===== src/rtl/gc_conf_writer.sv =====
// gc_conf_writer: per select code, fetches a header and N configuration words from memory and streams them into the selected sub-block.
// Optional macro GC_CONF_CHKSUM_EN: verifies a trailing XOR checksum word and reports a sticky conf_err on mismatch.
module gc_conf_writer #(
  parameter int unsigned DATA_W   = 32,
  parameter int unsigned ADDR_W   = 8,
  parameter int unsigned HDR_BASE = 0
) (
  input  logic              conf_clk,
  input  logic              reset,
  input  logic [2:0]        current_select,
  input  logic              pdone,
  output logic              mem_rd_en,
  output logic [ADDR_W-1:0] mem_addr,
  input  logic [DATA_W-1:0] mem_rd_data,
  output logic [5:0]        blk_wr_en,
  output logic [ADDR_W-1:0] blk_wr_addr,
  output logic [DATA_W-1:0] blk_wr_data,
  output logic              conf_ack,
  output logic              conf_err
);

  typedef enum logic [2:0] {
    S_IDLE   = 3'd0,
    S_HDR    = 3'd1,
    S_HLAT   = 3'd2,
    S_STREAM = 3'd3,
    S_CHK    = 3'd4,
    S_ACK    = 3'd5,
    S_ERR    = 3'd6
  } state_e;

  localparam logic [ADDR_W-1:0] HDR_BASE_A = ADDR_W'(HDR_BASE);

  function automatic logic [5:0] sel_onehot(input logic [2:0] s);
    sel_onehot = 6'b000001 << (s - 3'd1);
  endfunction

  state_e            state_q, state_d;
  logic [2:0]        sel_q, sel_d;
  logic [2:0]        done_sel_q, done_sel_d;
  logic [ADDR_W-1:0] ptr_q, ptr_d;
  logic [ADDR_W-1:0] remaining_q, remaining_d;
  logic [ADDR_W-1:0] wr_idx_q, wr_idx_d;
  logic              inflight_q, inflight_d;
  logic              rd_en_q, rd_en_d;
  logic [5:0]        wr_en_q, wr_en_d;
  logic [ADDR_W-1:0] wr_addr_q, wr_addr_d;
  logic [DATA_W-1:0] wr_data_q, wr_data_d;
  logic              ack_q, ack_d;
  logic [ADDR_W-1:0] hdr_addr_s;
  logic [ADDR_W-1:0] hdr_start_s;
  logic [ADDR_W-1:0] hdr_count_s;
`ifdef GC_CONF_CHKSUM_EN
  logic [DATA_W-1:0] xor_q, xor_d;
  logic              err_q, err_d;
`endif

  assign hdr_addr_s  = HDR_BASE_A + ADDR_W'(current_select) - ADDR_W'(1);
  assign hdr_start_s = mem_rd_data[ADDR_W-1:0];
  assign hdr_count_s = mem_rd_data[2*ADDR_W-1:ADDR_W];

  // Next-state and registered-output logic for the fetch/stream sequencer.
  always_comb begin
    state_d     = state_q;
    sel_d       = sel_q;
    done_sel_d  = done_sel_q;
    ptr_d       = ptr_q;
    remaining_d = remaining_q;
    wr_idx_d    = wr_idx_q;
    inflight_d  = 1'b0;
    rd_en_d     = 1'b0;
    wr_en_d     = 6'b000000;
    wr_addr_d   = wr_addr_q;
    wr_data_d   = wr_data_q;
    ack_d       = 1'b0;
`ifdef GC_CONF_CHKSUM_EN
    xor_d       = xor_q;
    err_d       = err_q;
`endif
    case (state_q)
      S_IDLE: begin
        if (current_select == 3'd0) begin
          done_sel_d = 3'd0;
        end else if (pdone && (current_select != 3'd7) && (current_select != done_sel_q)) begin
          sel_d   = current_select;
          rd_en_d = 1'b1;
          ptr_d   = hdr_addr_s;
          state_d = S_HDR;
        end else begin
          state_d = S_IDLE;
        end
      end
      S_HDR: begin
        state_d = S_HLAT;
      end
      S_HLAT: begin
        ptr_d    = hdr_start_s;
        wr_idx_d = {ADDR_W{1'b0}};
`ifdef GC_CONF_CHKSUM_EN
        xor_d    = {DATA_W{1'b0}};
`endif
        if (hdr_count_s == {ADDR_W{1'b0}}) begin
          remaining_d = {ADDR_W{1'b0}};
`ifdef GC_CONF_CHKSUM_EN
          rd_en_d     = 1'b1;
          state_d     = S_CHK;
`else
          state_d     = S_ACK;
`endif
        end else begin
          rd_en_d     = 1'b1;
          inflight_d  = 1'b1;
          remaining_d = hdr_count_s - ADDR_W'(1);
          state_d     = S_STREAM;
        end
      end
      S_STREAM: begin
        // inflight_q marks that mem_rd_data carries the word read last cycle
        if (inflight_q) begin
          wr_en_d   = sel_onehot(sel_q);
          wr_addr_d = wr_idx_q;
          wr_data_d = mem_rd_data;
          wr_idx_d  = wr_idx_q + ADDR_W'(1);
`ifdef GC_CONF_CHKSUM_EN
          xor_d     = xor_q ^ mem_rd_data;
`endif
        end else begin
          wr_en_d = 6'b000000;
        end
        if (remaining_q != {ADDR_W{1'b0}}) begin
          rd_en_d     = 1'b1;
          inflight_d  = 1'b1;
          ptr_d       = ptr_q + ADDR_W'(1);
          remaining_d = remaining_q - ADDR_W'(1);
        end else begin
`ifdef GC_CONF_CHKSUM_EN
          rd_en_d = 1'b1;
          ptr_d   = ptr_q + ADDR_W'(1);
          state_d = S_CHK;
`else
          state_d = S_ACK;
`endif
        end
      end
`ifdef GC_CONF_CHKSUM_EN
      S_CHK: begin
        if (mem_rd_data == xor_q) begin
          state_d = S_ACK;
        end else begin
          err_d   = 1'b1;
          state_d = S_ERR;
        end
      end
      S_ERR: begin
        state_d = S_ERR;
      end
`endif
      S_ACK: begin
        ack_d      = 1'b1;
        done_sel_d = sel_q;
        state_d    = S_IDLE;
      end
      default: begin
        state_d = S_IDLE;
      end
    endcase
  end

  // State and output registers; reset aborts any transfer in flight.
  always_ff @(posedge conf_clk or negedge reset) begin
    if (!reset) begin
      state_q     <= S_IDLE;
      sel_q       <= 3'd0;
      done_sel_q  <= 3'd0;
      ptr_q       <= {ADDR_W{1'b0}};
      remaining_q <= {ADDR_W{1'b0}};
      wr_idx_q    <= {ADDR_W{1'b0}};
      inflight_q  <= 1'b0;
      rd_en_q     <= 1'b0;
      wr_en_q     <= 6'b000000;
      wr_addr_q   <= {ADDR_W{1'b0}};
      wr_data_q   <= {DATA_W{1'b0}};
      ack_q       <= 1'b0;
`ifdef GC_CONF_CHKSUM_EN
      xor_q       <= {DATA_W{1'b0}};
      err_q       <= 1'b0;
`endif
    end else begin
      state_q     <= state_d;
      sel_q       <= sel_d;
      done_sel_q  <= done_sel_d;
      ptr_q       <= ptr_d;
      remaining_q <= remaining_d;
      wr_idx_q    <= wr_idx_d;
      inflight_q  <= inflight_d;
      rd_en_q     <= rd_en_d;
      wr_en_q     <= wr_en_d;
      wr_addr_q   <= wr_addr_d;
      wr_data_q   <= wr_data_d;
      ack_q       <= ack_d;
`ifdef GC_CONF_CHKSUM_EN
      xor_q       <= xor_d;
      err_q       <= err_d;
`endif
    end
  end

  assign mem_rd_en   = rd_en_q;
  assign mem_addr    = ptr_q;
  assign blk_wr_en   = wr_en_q;
  assign blk_wr_addr = wr_addr_q;
  assign blk_wr_data = wr_data_q;
  assign conf_ack    = ack_q;
`ifdef GC_CONF_CHKSUM_EN
  assign conf_err    = err_q;
`else
  assign conf_err    = 1'b0;
`endif

endmodule


===== config.mk =====
export PLATFORM = sky130hd
export DESIGN_NAME = gc_conf_writer
export DESIGN_NICKNAME = d
export VERILOG_FILES = /design/src/rtl/gc_conf_writer.sv
export SDC_FILE = /design/constraint.sdc
export NUM_CORES = 1
export LEC_CHECK = 0
export CORE_AREA = 2 2 97 99
export DETAILED_ROUTE_END_ITERATION = 8
export DIE_AREA = 0 0 99 101
export GPL_TIMING_DRIVEN = 0
export PLACE_DENSITY_LB_ADDON = 0.1
export SETUP_SLACK_MARGIN = 0.1
export SLEW_MARGIN = 30
export SYNTH_ARGS = -nofsm -noshare
export SYNTH_HDL_FRONTEND = slang
export SYNTH_SLANG_ARGS = --single-unit

===== constraint.sdc =====
create_clock -name conf_clk -period 1.9 [get_ports conf_clk]
set_input_delay 0.19 -clock conf_clk [delete_from_list [all_inputs] [get_ports conf_clk]]
set_output_delay 0.19 -clock conf_clk [all_outputs]
set_load 0.03 [all_outputs]

Yosys cells after proc, flatten, opt, wreduce, memory -nomap -nowiden
Index checks and enable logic that the tools add are counted.

Add/subtract/negate cells: 6. Equal/unequal tests: 12. Shifts and indexed selects: 1. Mux-type cells: 25. Bitwise operators: 1. Reductions and logical operators: 16.

Operators by type and width (count): $mux W8 (6); $pmux W8 S2 (2); $pmux W8 S3 (1); $add A8 B1 Y8 const B (2); $sub A8 B1 Y8 const B (2); $mux W3 (4); $mux W6 (2); $ne A2 B2 Y1 const B (6); $pmux W3 S4 (1); $reduce_and A2 Y1 (5); $logic_not A8 Y1 (1); $reduce_bool A8 Y1 (1); $eq A3 B2 Y1 const B (2); $logic_not A3 Y1 (2); $mux W1 (6); $pmux W3 S2 (1); $shl A1 B3 Y6 const A (1); $reduce_and A4 Y1 (1); $reduce_bool A2 Y1 (2); $sub A3 B1 Y4 const B (1); $eq A3 B1 Y1 const B (1); $eq A3 B3 Y1 const B (1); $ne A3 B3 Y1 (1); $ne A3 B3 Y1 const B (1); 7 further kinds (8).

Bits in registers: 82. Bits of input ports: 38. Word-level logic and storage cells: 73.

Depth between registers and ports, before layout
Word-level depth: 6. Gate-level depth with buffers: 8. Gate-level depth less buffers: 7.

Least setup slack after synthesis
OpenSTA, ideal clock, no wires.

Kind: register to register. From: register remaining_q[0]. To: register ptr_q[1] (netlist: mem_addr[1]). Arrival: 1.619 ns. Data required time: 1.775 ns. Setup slack: 0.156 ns. Stages on the path, launching flop included: 7. Path buffers: 1. Path through: dfrtp_1 -> inv_1 -> ha_1 -> and3_1 -> buf_2 -> a2111oi_4 -> mux2_2.

Longest elaborated chain between the ends: 3.

RTL lines: from (decl) (line 42) `logic [ADDR_W-1:0] remaining_q, remaining_d;`; from (signal assigned) (line 176) `remaining_q <= {ADDR_W{1'b0}};`; from (signal assigned) (line 193) `remaining_q <= remaining_d;`; $reduce_bool A8 Y1 (line 130) `if (remaining_q != {ADDR_W{1'b0}}) begin`; $ne A2 B2 Y1 (no source line); $reduce_and A4 Y1 (no source line); to (signal assigned) (line 175) `ptr_q <= {ADDR_W{1'b0}};`; to (signal assigned) (line 192) `ptr_q <= ptr_d;`; to (decl) (line 41) `logic [ADDR_W-1:0] ptr_q, ptr_d;`.

Every way passes these cells. A chain may end at the register's enable or synchronous reset.

Worst setup path in the final report
Same ends and word-level chain as after synthesis.

==> qor.csv <==
metric,value,unit
Clock Latency Late Sink,0.36,ns
Final Critical Period,1.761,ns
CTS tree,yes,
Clock Pin Slew Worst Setup and Hold Paths,0.09,ns
Yosys cell types,49,
worst vdd ir,1070,uV
post-place setup slack,-0.4997,ns
CP Capture Type,register,
async set-or-reset flop fraction in the synthesized netlist,1.000,
H-tree depth,3,
clock power share,0.119,
Sw Ratio,0.4601,
Post-Synthesis Cell Area,0.003901,mm2
Seq pwr share,0.317,
first-pass GRT wire length,16.59,mm
Non-Filler Instances,667,
DRT Pass-1 Iters,4,
Max Clock Skew,0.009604,ns
Tightest Hold Check Type,in -> reg,
row count,35,
WL final,9.911,mm
nets,598,
outcome,finished clean,
fin area,0.005423,mm2
largest net degree at the start of global routing,54,
actual slew at the worst max-slew pin,0.5978,ns
Sink Count,82,
final core utilization,0.6040,
pwr/cell area,1799,mW/mm2
core area,0.008977,mm2
CTS buffer count,9,
fmax,567.8,MHz
final setup margin,0.1387,ns
P_sw,4.489,mW
dpl cells,638,
CP Class,reg -> reg,
final setup fails,0,
drt initial violations,158,
WP data required,2.15,ns
initial antenna violation count,0,
ANT cells,0,
"commonest non-fill, non-tap cells in the layout","134 x nand2_1, 86 x clkdlybuf4s50_1, 79 x dfrtp_1, 26 x o21ai_0, 23 x nor2_1",
Leak,2.508,nW
footprint of the multi-input gates,0.001826,mm2
count of pins over their slew limit,0,
Int Pwr,5.269,mW
placed instance area,0.005000,mm2
Tcrit/Tclk final,0.9270,
most common flop cell mapped by yosys,dfrtp_1,
Final Hold Viols,0,
Die Y,101,um
Post-synth EDFFs,0,
DP HPWL,7.088,mm
worst-path fanout max,5,
Initial Util,0.4346,
GRT overflow,0,
post-DR vias/cell,5.109,
RSZ-0062 raised after global routing,yes,
fillcell total,802,
Crit path arrival time,2.01,ns
Top Ports,95,
Ys Warns,0,
die width,99,um
Layout area overhead,39.00,%
Yosys reg bits,82,
Port Buffers,93,
share of layout cells above drive strength 1,0.1421,
Sequential Area,0.002056,mm2
vias in the first global route,3343,
"Avg Cell Area, Syn",9.010,um2
DR vias,3408,
Logic pwr share,0.565,
drt drc,0,
die area,0.009999,mm2
GRT Total Usage,0.2078,
root buffer selected by CTS,clkbuf_8,
"commonest non-fill, non-tap cell in the layout",nand2_1,
Post-Synthesis Cells,433,
crit start category,register,
wire per inst,14.86,um
sequential fraction of the synthesis area,0.5260,
clock buffer depth,2,
Max transition margin,0.5982,
Tot Pwr,9.758,mW
routability cong.,0.8349,
ANT nets after route,0,
Syn Nets,480,
max cap viols,0,
power by group through the flow:
| stage | logic, mW | registers, mW | clock network, mW |
|---|---|---|---|
| 5_1_grt | 6.05 | 3.20 | 1.27 |
| 3_3_place_gp | 5.00 | 3.07 | 0 |
| 3_5_place_dp | 5.08 | 3.09 | 0 |
| 2_1_floorplan | 2.29 | 3.99 | 0 |
| 4_1_cts | 5.34 | 3.06 | 1.20 |
| 6_report | 5.51 | 3.09 | 1.16 |
final cells by class:
cell class / count / area share
tap: 111 / 0.02561
clock buffer: 10 / 0.02353
multi-input combinational: 320 / 0.3366
inverter: 13 / 0.009691
sequential: 82 / 0.3791
clock inverter: 6 / 0.009229
timing repair buffer: 107 / 0.1954
buffer: 18 / 0.02077
critical path, cell delays in order (launching register included):
cell	delay (ns)
dfrtp_1	0.37
inv_2	0.06
ha_4	0.15
and3_4	0.14
buf_6	0.13
a2111oi_4	0.47
mux2_4	0.34
synthesized netlist by cell type, types with 3 or more instances:
master	instances	share of area
a211oi_1	3	0.0058
a21oi_1	20	0.026
a22o_1	6	0.013
and3_1	6	0.0096
buf_2	6	0.0077
clkbuf_1	10	0.0096
dfrtp_1	82	0.53
ha_1	9	0.029
inv_1	12	0.012
nand2_1	134	0.13
nand2b_1	5	0.0080
nand3_1	7	0.0090
nor2_1	25	0.024
nor2b_1	4	0.0064
nor3_1	9	0.012
nor4_1	4	0.0064
o21a_1	3	0.0058
o21ai_0	28	0.036
o22ai_1	4	0.0064
or3_1	5	0.0080
xnor2_1	6	0.013
xor2_1	8	0.018
cells by family after synthesis:
group / share of synthesized area
adders and majority gates: 0.02887
buffers and inverters: 0.03367
muxes: 0.005773
xor gates and xnor gates: 0.03143
AOI/OAI and AO/OA: 0.1283
DFF: 0.5260
other: 0.0009612
and+or+nand+nor: 0.2450
worst paths after layout:
kind	from	end	slack, ns	cells after the start
setup reg to reg	remaining_q[0]$_DFFE_PN0P_	mem_addr[1]$_DFFE_PN0P_	0.14	6
min in group asynchronous	reset	blk_wr_data[17]$_DFFE_PN0P_	0.27	2
max in group asynchronous	reset	conf_ack$_DFF_PN0_	1.07	3
setup / recovery	remaining_q[0]$_DFFE_PN0P_	mem_addr[1]$_DFFE_PN0P_	0.14	6
hold / removal	mem_rd_data[10]	blk_wr_data[10]$_DFFE_PN0P_	0.16	3
hold reg to reg	blk_wr_data[24]$_DFFE_PN0P_	blk_wr_data[24]$_DFFE_PN0P_	0.48	2
registers in the layout, summed over array words and instances, names as in the netlist, 3 cells and up:
signal / cells
blk_wr_data: 32
blk_wr_addr: 8
mem_addr: 8
remaining_q: 8
wr_idx_q: 8
blk_wr_en: 6
done_sel_q: 3
sel_q: 3
state_q: 3
metrics by stage:
step / TNS [ns] / hold slack, ns
floorplan: 0 / -0.1056
global placement: -204.98 / 0.4564
detailed placement: -15.32 / 0.09260
CTS: 0 / 0.2714
global route: 0 / 0.1684
finish: 0 / 0.1645
routing by layer:
layer,GRT usage,part of all wire
met1,0.2808,0.47
met2,0.3410,0.48
met3,0.04022,0.042
met4,0.06322,0.011
met5,0,0
what timing repair did:
item / CTS / global route
gates cloned: 1 / 0
endpoints found under the setup margin: 66 / 67
gates resized for setup: 26 / 37
hold buffers: 1 / 0
pin swaps: 2 / 1
buffers inserted: 4 / 7
endpoints found under the hold margin: 29 / 0
No activity file was read; power rests on OpenSTA's default activity.
